==> config.mk <==
export PLATFORM = sky130hd
export DESIGN_NAME = sample_bram_reader
export DESIGN_NICKNAME = d
export VERILOG_FILES = /design/src/rtl/sample_bram_reader.sv
export SDC_FILE = /design/constraint.sdc
export NUM_CORES = 1
export LEC_CHECK = 0
export ABC_CLOCK_PERIOD_IN_PS = 2400
export CORE_UTILIZATION = 45
export CTS_CLUSTER_SIZE = 24
export DETAILED_ROUTE_END_ITERATION = 16
export PLACE_DENSITY = 0.84
export SYNTH_ARGS = -nofsm -noshare
export SYNTH_HDL_FRONTEND = slang
export SYNTH_SLANG_ARGS = --single-unit
==> constraint.sdc <==
create_clock -name Random1_clk -period 2.4 [get_ports Random1_clk]
set_input_delay 0.24 -clock Random1_clk [delete_from_list [all_inputs] [get_ports Random1_clk]]
set_output_delay 0.24 -clock Random1_clk [all_outputs]
set_load 0.005 [all_outputs]
==> src/rtl/sample_bram_reader.sv <==
// Reads stored X/Y sample pairs back out of Block RAM port B, one pass per start pulse,
// and hands each pair to the consumer over a valid/ready handshake.
module sample_bram_reader #(
   parameter int          NUM_SAMPLES = 100,
   parameter logic [18:0] BASE_ADDR   = 19'h00000,
   parameter int          RD_LAT      = 1
) (
   input  logic        Random1_clk,
   input  logic        Random1_rst,
   input  logic        start,
   output logic        busy,
   output logic        done,
   output logic        ENB,
   output logic [18:0] ADDRB,
   input  logic [11:0] DOUTB,
   output logic [11:0] sample_x,
   output logic [11:0] sample_y,
   output logic [6:0]  sample_idx,
   output logic        sample_valid,
   input  logic        sample_ready,
   output logic        sample_last
);

   typedef enum logic [2:0] {
      IDLE,
      RD_X,
      WAIT_X,
      RD_Y,
      WAIT_Y,
      PRESENT,
      FIN
   } state_t;

   localparam logic [6:0] LAST_IDX  = 7'(NUM_SAMPLES - 1);
   localparam logic [1:0] WAIT_LOAD = 2'(RD_LAT - 1);

   state_t      state_reg, state_next;
   logic [6:0]  idx_reg, idx_next;
   logic [6:0]  idx_inc;
   logic [1:0]  wait_reg, wait_next;
   logic [11:0] x_reg, x_next;
   logic [11:0] y_reg, y_next;
   logic [18:0] addr_reg, addr_next;

   assign idx_inc = idx_reg + 7'd1;

   always_ff @(posedge Random1_clk or negedge Random1_rst) begin
      if (!Random1_rst) begin
         state_reg <= IDLE;
         idx_reg   <= 7'd0;
         wait_reg  <= 2'd0;
         x_reg     <= 12'd0;
         y_reg     <= 12'd0;
         addr_reg  <= 19'd0;
      end else begin
         state_reg <= state_next;
         idx_reg   <= idx_next;
         wait_reg  <= wait_next;
         x_reg     <= x_next;
         y_reg     <= y_next;
         addr_reg  <= addr_next;
      end
   end

   // The address register is updated on entry to each read state so that it
   // changes together with ENB rising and holds while ENB is low.
   always_comb begin
      state_next = state_reg;
      idx_next   = idx_reg;
      wait_next  = wait_reg;
      x_next     = x_reg;
      y_next     = y_reg;
      addr_next  = addr_reg;
      case (state_reg)
         IDLE: begin
            if (start) begin
               state_next = RD_X;
               idx_next   = 7'd0;
               addr_next  = BASE_ADDR;
            end
         end
         RD_X: begin
            wait_next  = WAIT_LOAD;
            state_next = WAIT_X;
         end
         WAIT_X: begin
            if (wait_reg == 2'd0) begin
               x_next     = DOUTB;
               addr_next  = addr_reg + 19'd1;
               state_next = RD_Y;
            end else begin
               wait_next = wait_reg - 2'd1;
            end
         end
         RD_Y: begin
            wait_next  = WAIT_LOAD;
            state_next = WAIT_Y;
         end
         WAIT_Y: begin
            if (wait_reg == 2'd0) begin
               y_next     = DOUTB;
               state_next = PRESENT;
            end else begin
               wait_next = wait_reg - 2'd1;
            end
         end
         PRESENT: begin
            if (sample_ready) begin
               if (idx_reg == LAST_IDX) begin
                  state_next = FIN;
               end else begin
                  idx_next   = idx_inc;
                  addr_next  = BASE_ADDR + {11'd0, idx_inc, 1'b0};
                  state_next = RD_X;
               end
            end
         end
         FIN: begin
            state_next = IDLE;
         end
         default: begin
            state_next = IDLE;
         end
      endcase
   end

   assign ENB          = (state_reg == RD_X) || (state_reg == RD_Y);
   assign ADDRB        = addr_reg;
   assign busy         = (state_reg != IDLE);
   assign done         = (state_reg == FIN);
   assign sample_valid = (state_reg == PRESENT);
   assign sample_x     = x_reg;
   assign sample_y     = y_reg;
   assign sample_idx   = idx_reg;
   assign sample_last  = sample_valid && (idx_reg == LAST_IDX);

endmodule
# Word-level counts from Yosys, hierarchy flattened
# Index checks and enable logic that the tools add are counted.
[classes]
muxes = 17
n_reduce_logical = 16
addsub = 3
eq_ne = 13
[ops]
columns = ["op", "n"]
rows = [
  ["2-to-1 mux 19 bit", 4],
  ["case mux 19 bit (3 select lines)", 1],
  ["2-to-1 mux 7 bit", 3],
  ["adder 19 x 1 -> 19 bit (second input constant)", 1],
  ["case mux 3 bit (6 select lines)", 1],
  ["2-to-1 mux 3 bit", 5],
  ["case mux 7 bit (2 select lines)", 1],
  ["inequality test 2 bit (second input constant)", 5],
  ["== test 3 bit (second input constant)", 3],
  ["AND reduction 4 bit", 2],
  ["adder 7 x 1 -> 7 bit (second input constant)", 1],
  ["== test 7 bit (second input constant)", 1],
  ["== test 3 x 2 -> 1 bit (second input constant)", 2],
  ["AND reduction 2 bit", 3],
  ["nonzero test 3 bit", 2],
  ["AND reduction 5 bit", 1],
  ["case mux 2 bit (2 select lines)", 1],
  ["nonzero test 2 bit", 2],
  ["OR reduction 2 bit", 2],
  ["== test 3 x 1 -> 1 bit (second input constant)", 1],
  ["logical NOT 3 bit", 1],
  ["logical NOT 2 bit", 1],
  ["2-to-1 mux 2 bit", 1],
  ["inequality test 2 x 1 -> 1 bit (second input constant)", 1],
  ["3 further kinds", 3],
]
[totals]
reg_bits = 55
out_inout_bits = 55
input_bits = 16
wordCells = 55

# Logic depth before layout (Yosys ltp)
[logic_depth]
depth_word = 4
mapped_depth = 10
mapped_depth_nobuf = 7

# Worst setup path before layout
# No wires, ideal clock.
[synth_timing]
path_kind = "flip-flop to flip-flop"
from = "register, netlist name wait_reg[0]"
to = "register idx_reg[3] (netlist: sample_idx[3])"
path_stages_with_launch = 9
path_buffers = 1
required_ps = 2275
synth_period_minus_slack_ps = 2060
t_arrival_ps = 1935
setup_ps = 125
slack_ps = 340
cell_sequence = "dfrtp_1 inv_1 ha_1 mux2_2 a2bb2oi_1 nor2_2 a32o_1 buf_6 mux2_4"
[synth_lines]
columns = ["element", "line", "source"]
rows = [
  ["end signal: assignment", "57", "idx_reg <= idx_next;"],
  ["end: declaration", "38", "logic [6:0] idx_reg, idx_next;"],
]

# Final worst setup path
[layout_timing]
from = "register idx_reg[0] (netlist: sample_idx[0])"
to = "register idx_reg[6] (netlist: sample_idx[6])"
[layout_via]
elab_chain_len = 4
word_cells_on_any_way = 7
cone_classes = "add/sub: 1; eq/ne: 2; mux: 3; reduce/logical: 1"
[layout_rtl]
columns = ["element", "line", "source"]
rows = [
  ["adder 7 x 1 -> 7 bit", "45", "assign idx_inc = idx_reg + 7'd1;"],
  ["2-to-1 mux 7 bit", "109", "if (idx_reg == LAST_IDX) begin"],
  ["2-to-1 mux 7 bit", "108", "if (sample_ready) begin"],
  ["case mux 7 bit (2 select lines)", "74", "case (state_reg)"],
]
# Parallel ways exist; a longest one is shown, timed or not. The select of a mux whose other input is x is not followed.
# A chain may end at the register's enable or synchronous reset.

==> results.json <==
{
  "status": "finished clean",
  "critPathSlowestCell": "dfrtp_1",
  "synth-compound-area-share": 0.08522,
  "synthXorXnorAreaFrac": 0.05712,
  "crit_path_end_kind": "register",
  "num_rows": 28,
  "tritoncts": "yes",
  "yosys_warnings": 0,
  "clk_latency_ns": 0.31,
  "nets": 350,
  "synth_area_per_cell_um2": 10.87,
  "grt_max_degree": 29,
  "worstSetupStartpointType": "register",
  "coreArea_mm2": 0.005921,
  "r2r_slack_ns": 0.25,
  "clock_path_buffers": 2,
  "drtIter0Drc": 154,
  "synth_async_sr_flop_share": 1.000,
  "drc": 0,
  "required_ns": 2.60,
  "via_per_inst": 5.322,
  "reg2reg_from": "sample_idx[0]",
  "cts_buffers": 5,
  "finalPower_mw": 3.526,
  "wl_met2_um": 2719,
  "synth_area_mm2": 0.002760,
  "grt_pass1_wl_um": 9742,
  "syn-num-nets": 273,
  "fin_setup_tns_ns": 0,
  "floorplan.initialDensity": 0.4662,
  "syn_to_final_growth_pct": 34.09,
  "dieWidth_um": 80.32,
  "synth_top_flop_cell": "dfrtp_1",
  "arrival_ns": 2.35,
  "syn_inst": 254,
  "wl_met3_um": 372,
  "io_buffer_count": 70,
  "gp_congestion": 0.8921,
  "pre_cts_slack_ns": 0.1664,
  "largest_reg_flops": 19,
  "ys_ff_latch": 55,
  "highest_layer": "met4",
  "worstPathMaxFanout": 7,
  "grt-ovfl-total": 0,
  "grt_use_total": 0.1976,
  "die_area_mm2": 0.006451,
  "htreeDepth": 2,
  "max_slew_margin": 0.5752,
  "synth-simple-area-share": 0.1723,
  "antenna_found_initial": 0,
  "clkSlewWorstSetupHoldPaths_ns": 0.10,
  "grt_pass1_vias": 2071,
  "synth_top_cell_by_area": "dfrtp_1",
  "min_period_ns": 2.151,
  "hold_path_class": "in2async",
  "maxCapViolations": 0,
  "synth.area.mux_share": 0.1310,
  "synth_area_leaders": "dfrtp_1 50%, mux2_2 10%, xnor2_1 4.8%",
  "seq_area_frac_synth": 0.4986,
  "yosysTopAreaCellShare": 0.4986,
  "power_density_mw_per_mm2": 952.7,
  "final_antenna_net_count": 0,
  "critical_path_class": "reg2reg",
  "timing.final.crit_share": 0.8962,
  "reg2reg_depth": 6,
  "skew_ns": 0.005669,
  "drtPass1Iterations": 4,
  "io_pins": 71,
  "slowest_delay_ns": 0.44,
  "synth-adder-area-share": 0.01723,
  "wl_met1_um": 2771,
  "multiInputGateArea_mm2": 0.001294,
  "cts_sinks": 55,
  "leakage_nw": 1.550,
  "vdd_drop_max_uv": 587.0,
  "regArea_mm2": 0.001376,
  "tightest_slew_ns": 0.6372,
  "final_hold_viol_count": 0,
  "fmax_mhz": 465.0,
  "drive_above_1_share": 0.1807,
  "root_buffer": "clkbuf_8",
  "synth_top_cells_by_count": "55 x dfrtp_1, 28 x nor2_1, 25 x mux2_2, 15 x xnor2_1, 14 x o21ai_0",
  "crit_path_cell_trace": "ha_1 -> and4b_1 -> and3_4 -> nor2_2 -> a32o_1 -> mux2_4",
  "synth_edf_count": 0,
  "final_core_util": 0.6251,
  "drv_slew": 0,
  "rsz0062_at_grt": "false",
  "antenna_cells": 0,
  "setup_slack_ns": 0.2492,
  "place_hpwl_um": 4402,
  "setup_violations": 0,
  "synth_most_common_cell": "dfrtp_1",
  "drt-total-wl_um": 5957,
  "synth_top_family_by_area": "simple AND/OR/NAND/NOR gates",
  "die_y_um": 80.32,
  "final_cell_count_no_fill": 407,
  "rr_endpoint": "sample_idx[6]",
  "vias": 2166,
  "wire_per_inst_um": 14.64,
  "placed_cells": 396,
  "fillers": 493,
  "ys_types": 48
}
==> kinds of logic (layout without fill, tap and decap cells) <==
family	count (synthesis)	count (layout)
adders and majority gates	4	4
buffers and inverters	22	100
and+or+nand+nor	88	88
xor gates and xnor gates	18	18
muxes	31	31
DFF	55	55
AOI/OAI and AO/OA	36	36
==> per-layer routing <==
layer	vias to the layer above	GRT usage
met2	63	0.3111
met4	0	0.06071
met3	9	0.05682
li1	1059	-
met1	1035	0.2628
met5	-	0
==> power breakdown <==
group,internal (mW),total [mW],switching [mW],leakage [nW]
Combinational,0.962,1.64,0.677,0.792
Clock,0.212,0.531,0.319,0.0489
Sequential,1.19,1.36,0.162,0.709
Total,2.37,3.53,1.16,1.55
==> area by class of cell <==
type,count,area share
multi-input combinational,177,0.3496
clock inverter,3,0.006085
inverter,8,0.008790
timing repair buffer,84,0.2197
tap,75,0.02535
clock buffer,5,0.01859
sequential,55,0.3719
==> critical path: cells and delay by family, from the launching register on <==
family | cells | cell delay, ns
multiplexers | 1 | 0.34
AND/OR/NAND/NOR | 3 | 0.59
adder cells (fa/ha/maj) | 1 | 0.26
flip-flops | 1 | 0.44
AO/OA/AOI/OAI | 1 | 0.42
==> layout by cell type, fill, tap and decap left out, types with 2 or more instances in the layout <==
cell type	netlist	routed
nor3_1	5	4
clkdlybuf4s50_1	0	68
buf_4	1	12
inv_1	7	7
xor2_1	3	3
dfrtp_1	55	55
inv_6	0	2
nor2b_1	3	3
clkbuf_8	0	5
mux2_4	4	4
and3_1	7	6
a22o_1	3	3
mux2i_1	2	2
or3_1	2	2
nand4_1	3	3
and4_1	2	2
nor4_1	7	7
o32a_1	2	2
o22ai_1	2	2
mux2_2	25	25
a21oi_1	6	6
nand3_1	8	8
o21ai_0	14	14
xnor2_1	15	15
nor2_1	28	28
and2_1	2	2
nand2_1	10	10
nor3b_1	2	2
ha_1	3	3
nor4b_1	2	2
==> stage by stage <==
step | hold slack, ns | cell area [µm²]
2_1_floorplan | -0.05559 | 2760
3_3_place_gp | 0.2943 | 3561
5_1_grt | 0.5338 | 3701
3_5_place_dp | 0.3016 | 3561
6_report | 0.4850 | 3701
4_1_cts | 0.5081 | 3671
==> how the worst max path moves through the flow <==
stage | start | end | slack, ns | cells past startpoint
detailed placement | wait_reg[0] | sample_idx[6] | 0.17 | 7
finish | sample_idx[0] | sample_idx[6] | 0.25 | 6
CTS | state_reg[1] | sample_last | 0.03 | 6
floorplan | wait_reg[0] | sample_idx[3] | 0.34 | 8
global placement | wait_reg[0] | sample_idx[6] | 0.25 | 7
global route | wait_reg[0] | ADDRB[1] | 0.10 | 8
==> repair_timing <==
item / in CTS / in global routing
buffers inserted: 0 / 2
resized for setup: 2 / 4
hold buffers: 1 / 0
setup endpoints to repair: 1 / 2
pin swaps: 0 / 1
endpoints found under the hold margin: 26 / 0
Power figures use the tool's default switching activity.
